--- config.mk ---
export PLATFORM = sky130hd
export DESIGN_NAME = error_freq_deviation_too_high
export DESIGN_NICKNAME = d
export VERILOG_FILES = /design/src/rtl/error_freq_deviation_too_high_pkg.sv /design/src/rtl/error_freq_deviation_too_high_seq_div64.sv /design/src/rtl/error_freq_deviation_too_high.sv
export SDC_FILE = /design/constraint.sdc
export NUM_CORES = 2
export LEC_CHECK = 0
export BUFFER_PORTS_ARGS = -buffer_cell sky130_fd_sc_hd__buf_2
export CAP_MARGIN = 15
export CELL_PAD_IN_SITES_DETAIL_PLACEMENT = 1
export CELL_PAD_IN_SITES_GLOBAL_PLACEMENT = 2
export CORE_ASPECT_RATIO = 0.75
export CORE_MARGIN = 2
export CORE_UTILIZATION = 36
export DETAILED_ROUTE_END_ITERATION = 16
export PLACE_DENSITY = 0.81
export SLEW_MARGIN = 25
export SYNTH_ARGS = -nofsm -noshare
export SYNTH_HDL_FRONTEND = slang
export SYNTH_SLANG_ARGS = --single-unit
--- constraint.sdc ---
create_clock -name clk -period 13.72 [get_ports clk]
set_input_delay 0.686 -clock clk [delete_from_list [all_inputs] [get_ports clk]]
set_output_delay 0.686 -clock clk [all_outputs]
set_load 0.1 [all_outputs]
--- src/rtl/error_freq_deviation_too_high_pkg.sv ---
// Shared definitions for the divider-setting checker: FSM states, step
// counts, scaling constants and a saturation helper.
package error_freq_deviation_too_high_pkg;

    typedef enum logic [2:0] {
        IDLE    = 3'd0,
        DIV_Q   = 3'd1,
        DIV_ACT = 3'd2,
        DIV_PPM = 3'd3,
        FIN     = 3'd4
    } state_e;

    // Cycles spent in each division step (one quotient bit per cycle).
    localparam int DIV_STEPS = 64;
    // Parts-per-million scale factor for the deviation result.
    localparam int PPM_SCALE = 1_000_000;
    // Rising edges from the accepting edge to the edge that samples done.
    localparam int LATENCY   = 194;

    // Clamp a 64-bit value into 32 bits.
    function automatic logic [31:0] sat32(input logic [63:0] v);
        return (|v[63:32]) ? 32'hFFFF_FFFF : v[31:0];
    endfunction

endpackage

--- src/rtl/error_freq_deviation_too_high_seq_div64.sv ---
// 64-bit radix-2 restoring divider, one quotient bit per enabled cycle.
// start_i loads the operands and performs the first step in the same cycle,
// so 64 enabled cycles starting with start_i leave the final quotient.
// A zero divisor yields a zero quotient.
module seq_div64 (
    input  logic        clk,
    input  logic        rst_i,
    input  logic        start_i,
    input  logic        en_i,
    input  logic [63:0] dividend_i,
    input  logic [63:0] divisor_i,
    output logic [63:0] quotient_o
);

    logic [63:0] rem_q;
    logic [63:0] quo_q;
    logic [63:0] dvsr_q;

    logic [63:0] rem_in;
    logic [63:0] quo_in;
    logic [63:0] dvsr_in;
    logic [64:0] rem_sh;
    logic [63:0] rem_d;
    logic [63:0] quo_d;

    // One restoring step: shift in the next dividend bit, subtract if it fits.
    always_comb begin
        // NOTE: every combinational output gets a value on every path first; a missed branch would infer a latch.
        rem_in  = start_i ? 64'd0 : rem_q;
        quo_in  = start_i ? dividend_i : quo_q;
        dvsr_in = start_i ? divisor_i : dvsr_q;
        rem_sh  = {rem_in, quo_in[63]};
        rem_d   = rem_sh[63:0];
        quo_d   = {quo_in[62:0], 1'b0};
        if (rem_sh >= {1'b0, dvsr_in}) begin
            rem_d = 64'(rem_sh - {1'b0, dvsr_in});
            quo_d = {quo_in[62:0], 1'b1};
        end
    end

    // Advance the division while enabled; hold the result otherwise.
    always_ff @(posedge clk or posedge rst_i) begin
        if (rst_i) begin
            rem_q  <= '0;
            quo_q  <= '0;
            dvsr_q <= '0;
        end else if (start_i || en_i) begin
            // NOTE: sequential state uses non-blocking assignments so every register samples pre-edge values.
            rem_q  <= rem_d;
            quo_q  <= quo_d;
            dvsr_q <= dvsr_in;
        end
    end

    assign quotient_o = (dvsr_q == 64'd0) ? 64'd0 : quo_q;

endmodule

--- src/rtl/error_freq_deviation_too_high.sv ---
// Run-time checker for an integer clock divider: from a requested frequency
// it derives the reload value, the achieved frequency and the upward ppm
// deviation using three sequential 64-cycle divisions on one shared divider.
module error_freq_deviation_too_high
    import error_freq_deviation_too_high_pkg::*;
#(
    parameter int unsigned FREQ_I  = 12_000_000,
    parameter int unsigned MAX_PPM = 50_000
) (
    input  logic        clk,
    input  logic        reset,
    input  logic        start,
    input  logic [31:0] freq_o,
    output logic        busy,
    output logic        done,
    output logic [31:0] init_o,
    output logic [31:0] actual_o,
    output logic [31:0] ppm_o,
    output logic        err_too_high,
    output logic        err_deviation
);

    state_e      state_q;
    logic [5:0]  cnt_q;
    logic [31:0] freq_q;
    logic [63:0] h_q;
    logic [63:0] act_q;
    logic        busy_q;
    logic        done_q;
    logic [31:0] init_q;
    logic [31:0] actual_q;
    logic [31:0] ppm_q;
    logic        too_high_q;
    logic        deviation_q;

    logic        div_en;
    logic        div_start;
    logic [63:0] div_dividend;
    logic [63:0] div_divisor;
    logic [63:0] div_quo;
    logic [63:0] ppm_diff;
    logic [31:0] ppm_sat;

    // Operand selection: each step reads the previous step's quotient while
    // it is still held in the divider during the step's first cycle.
    always_comb begin
        div_en       = (state_q == DIV_Q) || (state_q == DIV_ACT) || (state_q == DIV_PPM);
        div_start    = div_en && (cnt_q == 6'd0);
        div_dividend = 64'(FREQ_I);
        div_divisor  = {32'd0, freq_q};
        ppm_diff     = 64'd0;
        case (state_q)
            DIV_ACT: div_divisor = {div_quo[63:1], 1'b0};  // 2h from q
            DIV_PPM: begin
                // Unsigned difference, clamped so an h == 0 path never wraps.
                ppm_diff     = (div_quo >= {32'd0, freq_q}) ? div_quo - {32'd0, freq_q} : 64'd0;
                div_dividend = 64'(64'(PPM_SCALE) * ppm_diff);
            end
            default: ;
        endcase
    end

    assign ppm_sat = sat32(div_quo);

    seq_div64 u_div (
        .clk        (clk),
        .rst_i      (reset),
        .start_i    (div_start),
        .en_i       (div_en),
        .dividend_i (div_dividend),
        .divisor_i  (div_divisor),
        .quotient_o (div_quo)
    );

    // Control FSM with registered busy/done and result registers updated in FIN.
    always_ff @(posedge clk or posedge reset) begin
        if (reset) begin
            state_q     <= IDLE;
            cnt_q       <= '0;
            freq_q      <= '0;
            h_q         <= '0;
            act_q       <= '0;
            busy_q      <= 1'b0;
            done_q      <= 1'b0;
            init_q      <= '0;
            actual_q    <= '0;
            ppm_q       <= '0;
            too_high_q  <= 1'b0;
            deviation_q <= 1'b0;
        end else begin
            done_q <= 1'b0;
            case (state_q)
                IDLE: begin
                    if (start) begin
                        freq_q  <= freq_o;
                        cnt_q   <= '0;
                        busy_q  <= 1'b1;
                        state_q <= DIV_Q;
                    end
                end
                DIV_Q, DIV_ACT, DIV_PPM: begin
                    cnt_q <= cnt_q + 6'd1;
                    if (state_q == DIV_ACT && cnt_q == 6'd0) h_q   <= div_quo >> 1;
                    if (state_q == DIV_PPM && cnt_q == 6'd0) act_q <= div_quo;
                    if (cnt_q == 6'(DIV_STEPS - 1)) begin
                        case (state_q)
                            DIV_Q:   state_q <= DIV_ACT;
                            DIV_ACT: state_q <= DIV_PPM;
                            default: state_q <= FIN;
                        endcase
                    end
                end
                FIN: begin
                    if (freq_q == 32'd0) begin
                        init_q      <= '0;
                        actual_q    <= '0;
                        ppm_q       <= '0;
                        too_high_q  <= 1'b1;
                        deviation_q <= 1'b1;
                    end else if (h_q == 64'd0) begin
                        init_q      <= '0;
                        actual_q    <= '0;
                        ppm_q       <= '0;
                        too_high_q  <= 1'b1;
                        deviation_q <= 1'b0;
                    end else begin
                        init_q      <= sat32(h_q - 64'd1);
                        actual_q    <= sat32(act_q);
                        ppm_q       <= ppm_sat;
                        too_high_q  <= 1'b0;
                        deviation_q <= (ppm_sat > 32'(MAX_PPM));
                    end
                    done_q  <= 1'b1;
                    busy_q  <= 1'b0;
                    state_q <= IDLE;
                end
                default: state_q <= IDLE;
            endcase
        end
    end

    assign busy          = busy_q;
    assign done          = done_q;
    assign init_o        = init_q;
    assign actual_o      = actual_q;
    assign ppm_o         = ppm_q;
    assign err_too_high  = too_high_q;
    assign err_deviation = deviation_q;

endmodule

==> impl_results.md <==
* Num CTS Buffers at 50
* HP Class: input port to asynchronous set/reset pin
* TNS Setup at 0 ns
* Initial Utilization at 36.19%
* Die area at 104000 um^2
* Placed Instances at 5988
* Instance count of the mapped netlist at 4290
* Clock sink count at 460
* Final nets at 5237
* Setup Viol. Count Final at 0
* CTS tree: done
* Worst-Skew Late Latency at 0.64 ns
* Drt wl/cell at 22.65 um
* Final wirelength at 138100 um
* Root Driver: clkbuf_16
* Multi-input gate area at 22660 um^2
* Row Count at 101
* Vias at 32770
* Synth area leaders: dfrtp_1 (32%), fa_1 (12%), ha_1 (9.1%)
* Core area at 100800 um^2
* Global-route wire length before repair at 211600 um
* Max Slew Vio Count at 0
* Fin crit share at 96.79%
* Number of max-cap violations at 0
* Vias in the first global route at 33730
* Max FO, Critical Path at 5
* Fraction of layout cells with a size suffix above 1 at 16.05%
* Die span in y at 279.7 um
* CP required at 14.21 ns
* CP peak stage delay at 0.67 ns
* Hold_buf cts at 0
* Drt pass-1 iters at 5
* Non-filler instance count after layout at 6096
* Fillers at 11930
* Crit path time final at 13.28 ns
* Grt total ovfl at 0
* Status: completed
* Synth area leader: dfrtp_1
* Mapped Area at 36500 um^2
* Post-DP HPWL at 109200 um
* Area share of the largest cell type after synthesis at 31.54%
* Yosys warns at 0
* Total GRT Usage at 26.54%
* Register area at 11510 um^2
* Area overhead of the layout relative to synthesis at 20.01%
* Critical path class: flop to flop
* CP endpoint kind: flop
* Die Wd at 371.7 um
* Bufs on Longest Clock Path at 3
* Crit path arrival time at 13.77 ns
* Synth Area per Inst at 8.507 um^2
* Largest net degree at the start of global routing at 142
* DR iter-0 viols at 2168
* Synthesized Nets at 4815
* Number of vias per cell at 5.375
* Detailed-route DRC error count at 0
* Crit start category: flop
* GP Congestion at 0.9322
* Skew final at 0.03176 ns
* Final Hold Vio Count at 0
* RSZ-0062 raised after global routing: yes
* ANT nets after route at 0
* Antenna violations before repair at 4
* Rel. slew slack at 34.81%
* Worst-path clk slew at 0.06 ns
* F_max at 75.30 MHz
* Synth cell types at 84
* FF+latch count, synth at 460
* Tightest Pin Transition at 0.9778 ns
* EDFF count, synth at 0
* Crit-path slowest cell: or4_4
* Number of buffers added on ports at 134
* Post-synthesis sequential area ratio at 31.54%
* Main synth FF type: dfrtp_1
* Synth async-reset ratio at 100.0%
* Top-Level Pins at 135
* Post-route core utilization at 43.43%
* H-tree levels at 2
cell type report:
type	instances	share of cell area, %
Sequential cell	460	26.28
Inverter	546	4.696
Timing Repair Buffer	563	9.232
Clock buffer	59	3.094
Tap cell	1339	3.825
Multi-Input combinational cell	3091	51.74
Antenna cell	3	0.01714
Clock inverter	35	1.120
layout by cell type (no fill, tap or decap), types with 37 or more instances in the layout:
cell type    n
nor4_1      51
inv_1      544
xnor2_1    112
a221oi_1    37
o21ai_0    391
xor2_1      57
and2_1      83
nor2_1     354
buf_4      416
dfrtp_1    460
ha_1       259
nor3_1      41
a21oi_1    277
a21o_1     156
fa_1       222
clkbuf_16   52
nand3_1     53
buf_2      134
nand4_1     40
nand2_1    525
worst max-delay path: cells and delay by family (launching register included):
kind	cells	cell delay, ns
fa+ha+maj	10	3.92
flops	1	0.41
xor+xnor	1	0.32
simple gates	15	3.20
buf+inv	10	1.17
compound gates	21	4.08
final timing paths:
check	to	cells after the start	start	slack, ns
min in group clk	freq_q[12]$_DFFE_PP0P_	3	freq_o[12]	0.28
worst min register to register	init_o[19]$_DFFE_PP0P_	1	init_o[19]$_DFFE_PP0P_	0.47
worst max register to register	u_div.rem_q[46]$_DFFE_PP0P_	57	u_div.dvsr_q[14]$_DFFE_PP0P_	0.44
worst min-delay path	actual_o[30]$_DFFE_PP0P_	2	reset	0.16
worst max-delay path	u_div.rem_q[46]$_DFFE_PP0P_	57	u_div.dvsr_q[14]$_DFFE_PP0P_	0.44
max in group asynchronous	cnt_q[3]$_DFFE_PP0P_	4	reset	11.37
what timing repair did:
| action | in CTS | in global routing |
|---|---|---|
| pin swaps | 4 | 35 |
| cloned | 0 | 2 |
| endpoints found under the setup margin | 44 | 65 |
| resized for setup | 16 | 62 |
| setup buffers | 1 | 6 |
cells in the mapped netlist, types with 35 or more instances:
cell type    n
clkbuf_1   174
xnor2_1    114
nand4_1     40
nor4_1      57
nand2_1    532
a31oi_1     35
and2_1      84
inv_1      546
o21ai_0    402
nor3_1      41
ha_1       265
dfrtp_1    460
a21oi_1    286
nor2_1     360
nand3_1     54
a21o_1     156
fa_1       225
a221oi_1    40
xor2_1      57
routing by layer:
metal / wire, um / global-route usage, % / vias up
met2: 58560 / 39.66 / 769
met4: 2588 / 5.283 / 4
li1: - / - / 15260
met3: 8726 / 4.310 / 134
met5: 28 / 0 / -
met1: 68180 / 40.17 / 16600
sequential cells by signal, summed over array words and instances, names as in the netlist:
name and count:
freq_q 32, actual_o 32, cnt_q 6, done 1, u_div.dvsr_q 64, busy 1
h_q 63, err_deviation 1, state_q 3, ppm_o 32, act_q 64, err_too_high 1
u_div.quo_q 64, u_div.rem_q 64, init_o 32
cells by family after synthesis:
group | after synthesis | share of synthesized area, %
XOR/XNOR | 173 | 4.227
multiplexers | 11 | 0.3086
flip-flops | 460 | 31.54
AND/OR/NAND/NOR | 1296 | 16.11
buffers and inverters | 739 | 7.686
adder cells (fa/ha/maj) | 490 | 21.43
AO/OA/AOI/OAI | 1121 | 18.70
per-stage QoR:
stage	hold WS [ns]	instance area (um^2)	setup WS, ns
5_1_grt	0.2234	43790	-0.1459
4_1_cts	0.1989	43330	0.008048
2_1_floorplan	0.4418	36540	0.02187
3_3_place_gp	0.4533	41410	-0.2328
3_5_place_dp	0.4633	41410	-0.5060
6_report	0.1635	43800	0.4405
Power is not shown: default switching activity piles up to over one toggle a cycle in this logic, so the estimate is an artifact.
